--- src/rtl/multi_pulse_stretcher_pkg.sv ---
// Shared types and elaboration helpers for the multi-channel pulse stretcher.
// Optional retrigger behaviour is selected with the PULSE_STRETCH_RETRIG_EN macro.
package pulse_stretch_pkg;

  localparam int STATE_W = 2;

  typedef enum logic [STATE_W-1:0] {
    IDLE   = 2'd0,
    ACTIVE = 2'd1,
    HOLD   = 2'd2
  } ps_state_t;

  function automatic bit holdoff_fits(longint unsigned holdoff, int unsigned cnt_w);
    if (cnt_w >= 63) return 1'b1;
    return holdoff < (64'd1 << cnt_w);
  endfunction

endpackage

--- src/rtl/multi_pulse_stretcher_if.sv ---
// Control, trigger and pulse bundle between an event source and the stretcher.
// The master side drives triggers and configuration; the slave side returns the pulses.
interface multi_pulse_stretcher_if #(
  parameter int NUM_CH = 4,
  parameter int CNT_W  = 16
) ();

  logic              en;
  logic              abort;
  logic [CNT_W-1:0]  len;
  logic [NUM_CH-1:0] trig_in;
  logic [NUM_CH-1:0] pulse_out;
  logic [NUM_CH-1:0] done_out;
  logic              busy;

  modport master (
    output en, abort, len, trig_in,
    input  pulse_out, done_out, busy
  );

  modport slave (
    input  en, abort, len, trig_in,
    output pulse_out, done_out, busy
  );

endinterface

--- src/rtl/multi_pulse_stretcher_ch.sv ---
// One stretcher channel: rising-edge detect, IDLE/ACTIVE/HOLD sequencer and length counter.
// Defining PULSE_STRETCH_RETRIG_EN lets a new edge during ACTIVE extend the running pulse.
module pulse_stretch_ch
  import pulse_stretch_pkg::*;
#(
  parameter int          CNT_W   = 16,
  parameter int unsigned HOLDOFF = 0
) (
  input  logic             clk,
  input  logic             rst_n,
  input  logic             en,
  input  logic             abort,
  input  logic [CNT_W-1:0] len,
  input  logic             trig_in,
  output logic             pulse_out,
  output logic             done_out,
  output logic             busy
);

  localparam logic [CNT_W-1:0] HOLD_LOAD = (HOLDOFF > 0) ? CNT_W'(HOLDOFF - 1) : '0;

  ps_state_t        state;
  logic [CNT_W-1:0] cnt;
  logic             trig_prev;
  logic             start;

  assign start = trig_in && !trig_prev && en && (len != '0);
  assign busy  = (state != IDLE);

  // The last HOLD cycle also evaluates triggers, so the next acceptance lands exactly HOLDOFF cycles after the pulse ends.
  always_ff @(posedge clk or negedge rst_n) begin
    if (!rst_n) begin
      state     <= IDLE;
      cnt       <= '0;
      trig_prev <= 1'b0;
      pulse_out <= 1'b0;
      done_out  <= 1'b0;
    end else begin
      trig_prev <= trig_in;
      done_out  <= 1'b0;
      if (abort) begin
        state     <= IDLE;
        cnt       <= '0;
        pulse_out <= 1'b0;
      end else begin
        case (state)
          IDLE: begin
            if (start) begin
              state     <= ACTIVE;
              cnt       <= len - 1'b1;
              pulse_out <= 1'b1;
            end
          end
          ACTIVE: begin
`ifdef PULSE_STRETCH_RETRIG_EN
            if (start) begin
              cnt <= len - 1'b1;
            end else
`endif
            if (cnt != '0) begin
              cnt <= cnt - 1'b1;
            end else begin
              done_out <= 1'b1;
              if (HOLDOFF == 0 && start) begin
                cnt <= len - 1'b1;
              end else if (HOLDOFF > 0) begin
                state     <= HOLD;
                cnt       <= HOLD_LOAD;
                pulse_out <= 1'b0;
              end else begin
                state     <= IDLE;
                pulse_out <= 1'b0;
              end
            end
          end
          HOLD: begin
            if (cnt != '0) begin
              cnt <= cnt - 1'b1;
            end else if (start) begin
              state     <= ACTIVE;
              cnt       <= len - 1'b1;
              pulse_out <= 1'b1;
            end else begin
              state <= IDLE;
            end
          end
          default: begin
            state     <= IDLE;
            cnt       <= '0;
            pulse_out <= 1'b0;
          end
        endcase
      end
    end
  end

endmodule

--- src/rtl/multi_pulse_stretcher.sv ---
// Top level: NUM_CH independent pulse_stretch_ch channels sharing en/abort/len.
// Retrigger support is compiled in when PULSE_STRETCH_RETRIG_EN is defined.
module multi_pulse_stretcher
  import pulse_stretch_pkg::*;
#(
  parameter int          NUM_CH  = 4,
  parameter int          CNT_W   = 16,
  parameter int unsigned HOLDOFF = 0
) (
  input logic                    clk,
  input logic                    rst_n,
  multi_pulse_stretcher_if.slave bus
);

  logic [NUM_CH-1:0] pulse_vec;
  logic [NUM_CH-1:0] done_vec;
  logic [NUM_CH-1:0] busy_vec;

  if (!holdoff_fits(longint'(HOLDOFF), CNT_W)) begin : g_bad_holdoff
    $error("HOLDOFF must be smaller than 2**CNT_W");
  end

  for (genvar i = 0; i < NUM_CH; i++) begin : g_ch
    pulse_stretch_ch #(
      .CNT_W   (CNT_W),
      .HOLDOFF (HOLDOFF)
    ) u_ch (
      .clk       (clk),
      .rst_n     (rst_n),
      .en        (bus.en),
      .abort     (bus.abort),
      .len       (bus.len),
      .trig_in   (bus.trig_in[i]),
      .pulse_out (pulse_vec[i]),
      .done_out  (done_vec[i]),
      .busy      (busy_vec[i])
    );
  end

  assign bus.pulse_out = pulse_vec;
  assign bus.done_out  = done_vec;
  assign bus.busy      = |busy_vec;

endmodule

--- src/flat_wrapper.sv ---
// flat-port wrapper written by rule: the top's interface ports become plain ports
module multi_pulse_stretcher_flat import pulse_stretch_pkg::*;
#(
  parameter int          NUM_CH  = 4,
  parameter int          CNT_W   = 16,
  parameter int unsigned HOLDOFF = 0
)
  (clk, rst_n, bus_en, bus_abort, bus_len, bus_trig_in, bus_pulse_out, bus_done_out, bus_busy);
  multi_pulse_stretcher_if #(.NUM_CH(NUM_CH), .CNT_W(CNT_W)) bus_i ();
  input logic clk;
  input logic rst_n;
  input wire logic [$bits(bus_i.en)-1:0] bus_en;
  input wire logic [$bits(bus_i.abort)-1:0] bus_abort;
  input wire logic [$bits(bus_i.len)-1:0] bus_len;
  input wire logic [$bits(bus_i.trig_in)-1:0] bus_trig_in;
  output wire logic [$bits(bus_i.pulse_out)-1:0] bus_pulse_out;
  output wire logic [$bits(bus_i.done_out)-1:0] bus_done_out;
  output wire logic [$bits(bus_i.busy)-1:0] bus_busy;
  assign bus_i.en = bus_en;
  assign bus_i.abort = bus_abort;
  assign bus_i.len = bus_len;
  assign bus_i.trig_in = bus_trig_in;
  assign bus_pulse_out = bus_i.pulse_out;
  assign bus_done_out = bus_i.done_out;
  assign bus_busy = bus_i.busy;
  multi_pulse_stretcher #(.NUM_CH(NUM_CH), .CNT_W(CNT_W), .HOLDOFF(HOLDOFF)) u_core (.clk(clk), .rst_n(rst_n), .bus(bus_i));
endmodule
--- config.mk ---
export PLATFORM = sky130hd
export DESIGN_NAME = multi_pulse_stretcher_flat
export DESIGN_NICKNAME = d
export VERILOG_FILES = /design/src/rtl/multi_pulse_stretcher_pkg.sv /design/src/rtl/multi_pulse_stretcher_if.sv /design/src/rtl/multi_pulse_stretcher_ch.sv /design/src/rtl/multi_pulse_stretcher.sv /design/src/flat_wrapper.sv
export SDC_FILE = /design/constraint.sdc
export NUM_CORES = 1
export LEC_CHECK = 0
export ABC_AREA = 1
export CORE_UTILIZATION = 45
export CTS_BUF_LIST = sky130_fd_sc_hd__clkbuf_4 sky130_fd_sc_hd__clkbuf_8
export DETAILED_ROUTE_END_ITERATION = 6
export PLACE_DENSITY = 0.74
export SLEW_MARGIN = 5
export SYNTH_ARGS = -nofsm -noshare
export SYNTH_HDL_FRONTEND = slang
export SYNTH_SLANG_ARGS = --single-unit
--- constraint.sdc ---
create_clock -name clk -period 1.6 [get_ports clk]
set_input_delay 0.32 -clock clk [delete_from_list [all_inputs] [get_ports clk]]
set_output_delay 0.32 -clock clk [all_outputs]
set_load 0.01 [all_outputs]
* Word-level counts from Yosys, hierarchy flattened
Index checks and enable logic that the tools add are counted.
** Word-level totals
- Bits in registers :: 84
- Word-level logic and storage cells :: 171
** Operators by class
- Add/sub/neg operators :: 5
- Equality and inequality tests :: 24
- Mux-type cells :: 80
- Reductions and logical operators :: 42
** Operators by type and width (number)
- 2-to-1 mux 16 bit :: 12
- one-hot mux 16 bit (2 select lines) :: 4
- nonzero test 16 bit :: 5
- subtractor 16 x 1 -> 16 bit, second input constant :: 5
- != test 3 bit, second input constant :: 16
- 2-to-1 mux 2 bit :: 20
- 2-to-1 mux 1 bit :: 36
- one-hot mux 2 bit (3 select lines) :: 4
- AND reduction 4 bit :: 4
- logical AND 1 bit :: 12
- one-hot mux 1 bit (3 select lines) :: 4
- AND reduction 3 bit :: 4
- == test 2 x 1 -> 1 bit, second input constant :: 4
- == test 2 bit, second input constant :: 4
- zero test 2 bit :: 4
- nonzero test 2 bit :: 4
- OR reduction 2 bit :: 4
- zero test 1 bit :: 4
- OR reduction 4 bit :: 1

* Longest topological paths before layout
- Depth after elaboration :: 8
- Mapped depth :: 12
- Gate-level depth less buffers :: 12

* Modules after synthesis
Synthesis repeated with hierarchy kept, for this count alone.
** Unflattened totals
- Cell total of the unflattened synthesis :: 1072
- Area, all modules :: 6960.4 µm²
** By module, submodules not included
- pulse_stretch_ch at u_core.g_ch[0].u_ch ... :: instances 2, cells an instance 262, area each 1724.2 µm²
- pulse_stretch_ch at u_core.g_ch[3].u_ch :: instances 1, cells an instance 264, area each 1757.9 µm²
- pulse_stretch_ch at u_core.g_ch[2].u_ch :: instances 1, cells an instance 281, area each 1742.9 µm²
- multi_pulse_stretcher :: instances 1, cells an instance 3, area each 11.3 µm²

* Worst setup path before layout
Ideal clock, no wire load.
- Kind :: in2reg
- From :: input bus_len[0]
- To :: register u_core.g_ch[2].u_ch.cnt[13]
- Arrival time :: 1.328 ns
- Required time :: 1.464 ns
- Slack :: 0.135 ns
- Stages on the path :: 12
- Path buffers :: 1
- Path through :: inv_1 -> ha_1 -> nand2_1 -> nor2_2 -> nand2_4 -> nand2_2 -> buf_2 -> nand2_1 -> nand2_1 -> inv_1 -> nand2_1 -> a21oi_1
** Between the ends
- Word-level cells in the longest chain between the ends :: 6
- Elaborated cells between the ends (all ways) :: 7
- Those cells by class :: add/sub (1); mux (4); reduce/logical (2)
** Ends and longest elaborated chain
- start: declaration :: RTL line flat_wrapper.sv:14 : input wire logic [$bits(bus_i.len)-1:0] bus_len;
- parallel branches: the longest is 2 deep, another holds subtractor 16 x 1 -> 16 bit
- 2-to-1 mux 16 bit * :: RTL line multi_pulse_stretcher_ch.sv:48, multi_pulse_stretcher_ch.sv:64, multi_pulse_stretcher_ch.sv:79
- 2-to-1 mux 16 bit :: RTL line multi_pulse_stretcher_ch.sv:60 : if (cnt != '0) begin
- one-hot mux 16 bit (2 select lines) * :: RTL line multi_pulse_stretcher_ch.sv:46 : case (state)
- 2-to-1 mux 16 bit * :: RTL line multi_pulse_stretcher_ch.sv:41 : if (abort) begin
- end signal: assignment :: RTL line multi_pulse_stretcher_ch.sv:50 : cnt <= len - 1'b1;
- end signal: assignment :: RTL line multi_pulse_stretcher_ch.sv:61 : cnt <= cnt - 1'b1;
- end signal: assignment :: RTL line multi_pulse_stretcher_ch.sv:65 : cnt <= len - 1'b1;
- end: declaration :: RTL line multi_pulse_stretcher_ch.sv:23 : logic [CNT_W-1:0] cnt;
Mark *: on every way between the ends.
A chain may end at the register's enable or synchronous reset.

* Worst setup path after layout
- From :: register u_core.g_ch[1].u_ch.cnt[6]
- To :: register u_core.g_ch[1].u_ch.cnt[14]
** Between the ends
- Word-level cells in the longest chain between the ends :: 4
- Elaborated cells between the ends (all ways) :: 5
- Those cells by class :: add/sub (1); mux (3); reduce/logical (1)
** Ends and longest elaborated chain (RTL line)
- start: declaration :: multi_pulse_stretcher_ch.sv:23
- start signal: assignment :: multi_pulse_stretcher_ch.sv:50
- start signal: assignment :: multi_pulse_stretcher_ch.sv:61
- start signal: assignment :: multi_pulse_stretcher_ch.sv:65
- subtractor 16 x 1 -> 16 bit / nonzero test 16 bit (equally long branches)
- 2-to-1 mux 16 bit * :: multi_pulse_stretcher_ch.sv:60
- one-hot mux 16 bit (2 select lines) * :: multi_pulse_stretcher_ch.sv:46
- 2-to-1 mux 16 bit * :: multi_pulse_stretcher_ch.sv:41
Every way passes the cells marked *; elsewhere a longest branch is shown, timed or not.

==> qor.yml <==
status: "complete, no violations"
area_delta_synth_final_pct: 41.6
min_path_type: "in2reg"
hold_viol_final: 0
core-area_um2: 12600
clkLatencyLatePin_ns: 0.38
nFillCells: 1058
wl_um: 19200
power_density_nw_per_um2: 889
wire_per_inst_um: 15.6
rows: 41
dieArea_um2: 13400
critPathRequiredTime_ns: 1.88
globalplace.congestion: 0.918
setup_viol: 0
n_antenna_cell: 0
routed_via_density: 5.37
initial_utilization: 0.463
synth_area_per_cell_um2: 6.59
worstMarginPinSlew_ns: 0.386
cts_buffer_depth: 2
port_buffers: 32
postPlaceCellArea_um2: 7230
cts_buffers: 9
antenna_found_initial: 0
pre_cts_ws_ns: -0.567
period_minus_slack_ns: 1.59
die_width_um: 116
cp_num_buf_inv: 1
die-height_um: 116
synthCells: 887
layout-drive-gt1-share: 0.297
nets: 1089
final.setup.tns_ns: 0
grt_pass1_wl_um: 28500
critPathSlowestCell: "dfrtp_1"
route.vias.total: 6613
drt_iter0_drc: 484
finClkSkew_ns: 0.00995
worst_slack_ns: 0.0119
path_cells: "nor2_1, nand3_1, buf_4, nor2_2, nand2_1, xor2_1, o21ai_0"
max_cap_violations: 0
grt_overflow: 0
cp-end-kind: "flop"
cts_tree: "yes"
cts.reportedPaths.clkPinSlew_ns: 0.09
synth_fp_nets: 921
h-tree-depth: 3
path_class: "reg2reg"
netlist_area_um2: 5840
final_common_cell: "nand2_1"
r2r_slack_ns: 0.01
final_area_um2: 8270
grt_max_degree: 39
clock-root-buffer: "clkbuf_8"
final_util: 0.655
leakage_nw: 4.35
synth-seq-cells: 80
cts.sinks: 80
grt_pass1_vias: 5856
vdd_ir_drop_max_uv: 423
detail-route-antenna-nets: 0
grt_usage: 0.276
maxSlewHeadroom: 0.741
synth.distinct_cells: 31
final_max_slew_viol_count: 0
ys.warnings.count: 0
first_pass_iters: 5
place_hpwl_um: 12900
power_mw: 7.35
mostFrequentLayoutCells: "244 x nand2_1, 134 x buf_4, 95 x nand3_1"
fmax_mhz: 630
max_stage_delay_ns: 0.40
yosysSeqAreaShare: 0.343
critPathMaxFanout: 3
rsz0062_at_grt: "yes"
fin_crit_sh: 0.993
io_pins: 33
remaining_drc_errors: 0
worstPathArrival_ns: 1.87
crit_family: "simple AND/OR/NAND/NOR gates"
startpoint_type: "flop"
-- final timing paths --
kind | cells after the start | to | from
worst max-delay path | 7 | u_core.g_ch[1].u_ch.cnt[14]$_DFF_PN0_ | u_core.g_ch[1].u_ch.cnt[6]$_DFF_PN0_
worst min-delay path | 3 | u_core.g_ch[3].u_ch.cnt[15]$_DFF_PN0_ | bus_abort
worst max register to register | 7 | u_core.g_ch[1].u_ch.cnt[14]$_DFF_PN0_ | u_core.g_ch[1].u_ch.cnt[6]$_DFF_PN0_
worst min register to register | 2 | u_core.g_ch[2].u_ch.pulse_out$_DFFE_PN0P_ | u_core.g_ch[2].u_ch.pulse_out$_DFFE_PN0P_
max in group asynchronous | 3 | u_core.g_ch[1].u_ch.state[0]$_DFFE_PN0P_ | rst_n
min in group asynchronous | 2 | u_core.g_ch[3].u_ch.cnt[13]$_DFF_PN0_ | rst_n
-- through the flow --
stage | instances | hold slack (ns)
after floorplan | 887 | 0.0244
after global placement | 1188 | 0.222
after detailed placement | 1188 | 0.221
after CTS | 1206 | 0.326
after global routing | 1231 | 0.346
final | 1231 | 0.335
-- layer usage --
metal	wire length [um]	track usage
met2	9030	0.444
met5	0	0
met4	874	0.125
met1	7990	0.362
met3	1330	0.0492
-- where the power goes --
group,internal [mW],leakage (nW),switching [mW]
logic,1.48,3.17,1.87
clock network,0.836,0.108,0.791
registers,2.20,1.07,0.171
total,4.52,4.35,2.83
-- logic make-up (layout without fill, tap and decap cells) --
kind of cell,count (synthesis),count (layout),share of synthesized area
simple gates,523,525,0.387
buf+inv,141,311,0.106
compound gates,92,92,0.0807
flops,80,80,0.343
xor+xnor,41,41,0.0615
fa+ha+maj,10,10,0.0214
-- final cells by class --
cell class | instances | area [um2] | area share
multi-input cells | 668 | 3740 | 0.453
repair inverters | 1 | 6.26 | 0.000757
clock inverters | 3 | 40.0 | 0.00484
inverters | 111 | 452 | 0.0546
flip-flops and latches | 80 | 2000 | 0.242
clock buffers | 12 | 165 | 0.0200
well taps | 172 | 215 | 0.0260
repair buffers | 184 | 1640 | 0.199
-- registers in the layout (all words and copies together) (netlist names) --
| name | count |
|---|---|
| u_core.g_ch.u_ch.pulse_out | 4 |
| u_core.g_ch.u_ch.trig_prev | 4 |
| u_core.g_ch.u_ch.state | 4 |
| u_core.g_ch.u_ch.done_out | 4 |
| u_core.g_ch.u_ch.cnt | 64 |
-- worst min-delay path, stage by stage --
cell	delay, ns
buf_2	0.13
buf_12	0.18
a21oi_2	0.04
-- synth_stat cells --
master,number,area (um2)
nand3_1,109,546
nor2_1,97,364
nand3b_1,2,15.0
a31oi_1,1,6.26
nor2_8,1,20.0
xor2_1,34,298
o31ai_1,1,7.51
inv_2,5,18.8
nand2_1,267,1000
buf_2,8,40.0
nand2_4,4,45.0
nor3_1,11,55.1
xnor2_1,7,61.3
nand2_2,6,37.5
o21ai_0,44,220
nor3b_1,4,30.0
o21bai_1,1,7.51
a21oi_1,38,190
nor2_2,9,56.3
nor2_4,2,22.5
inv_4,3,18.8
ha_1,10,125
buf_1,1,3.75
dfrtp_1,80,2000
nand4_1,11,68.8
buf_6,4,45.0
inv_1,103,387
buf_4,12,90.1
o21ai_1,5,25.0
clkbuf_1,5,18.8
o211ai_1,2,15.0
-- timing repair --
item,4_1_cts,5_1_grt
setup buffers,1,20
gates cloned,1,5
gates resized for setup,38,164
setup endpoints to repair,71,74
hold buffers,1,0
pin swaps,6,53
hold endpoints to repair,16,0
Note: power is estimated with default switching activity, not from simulation.
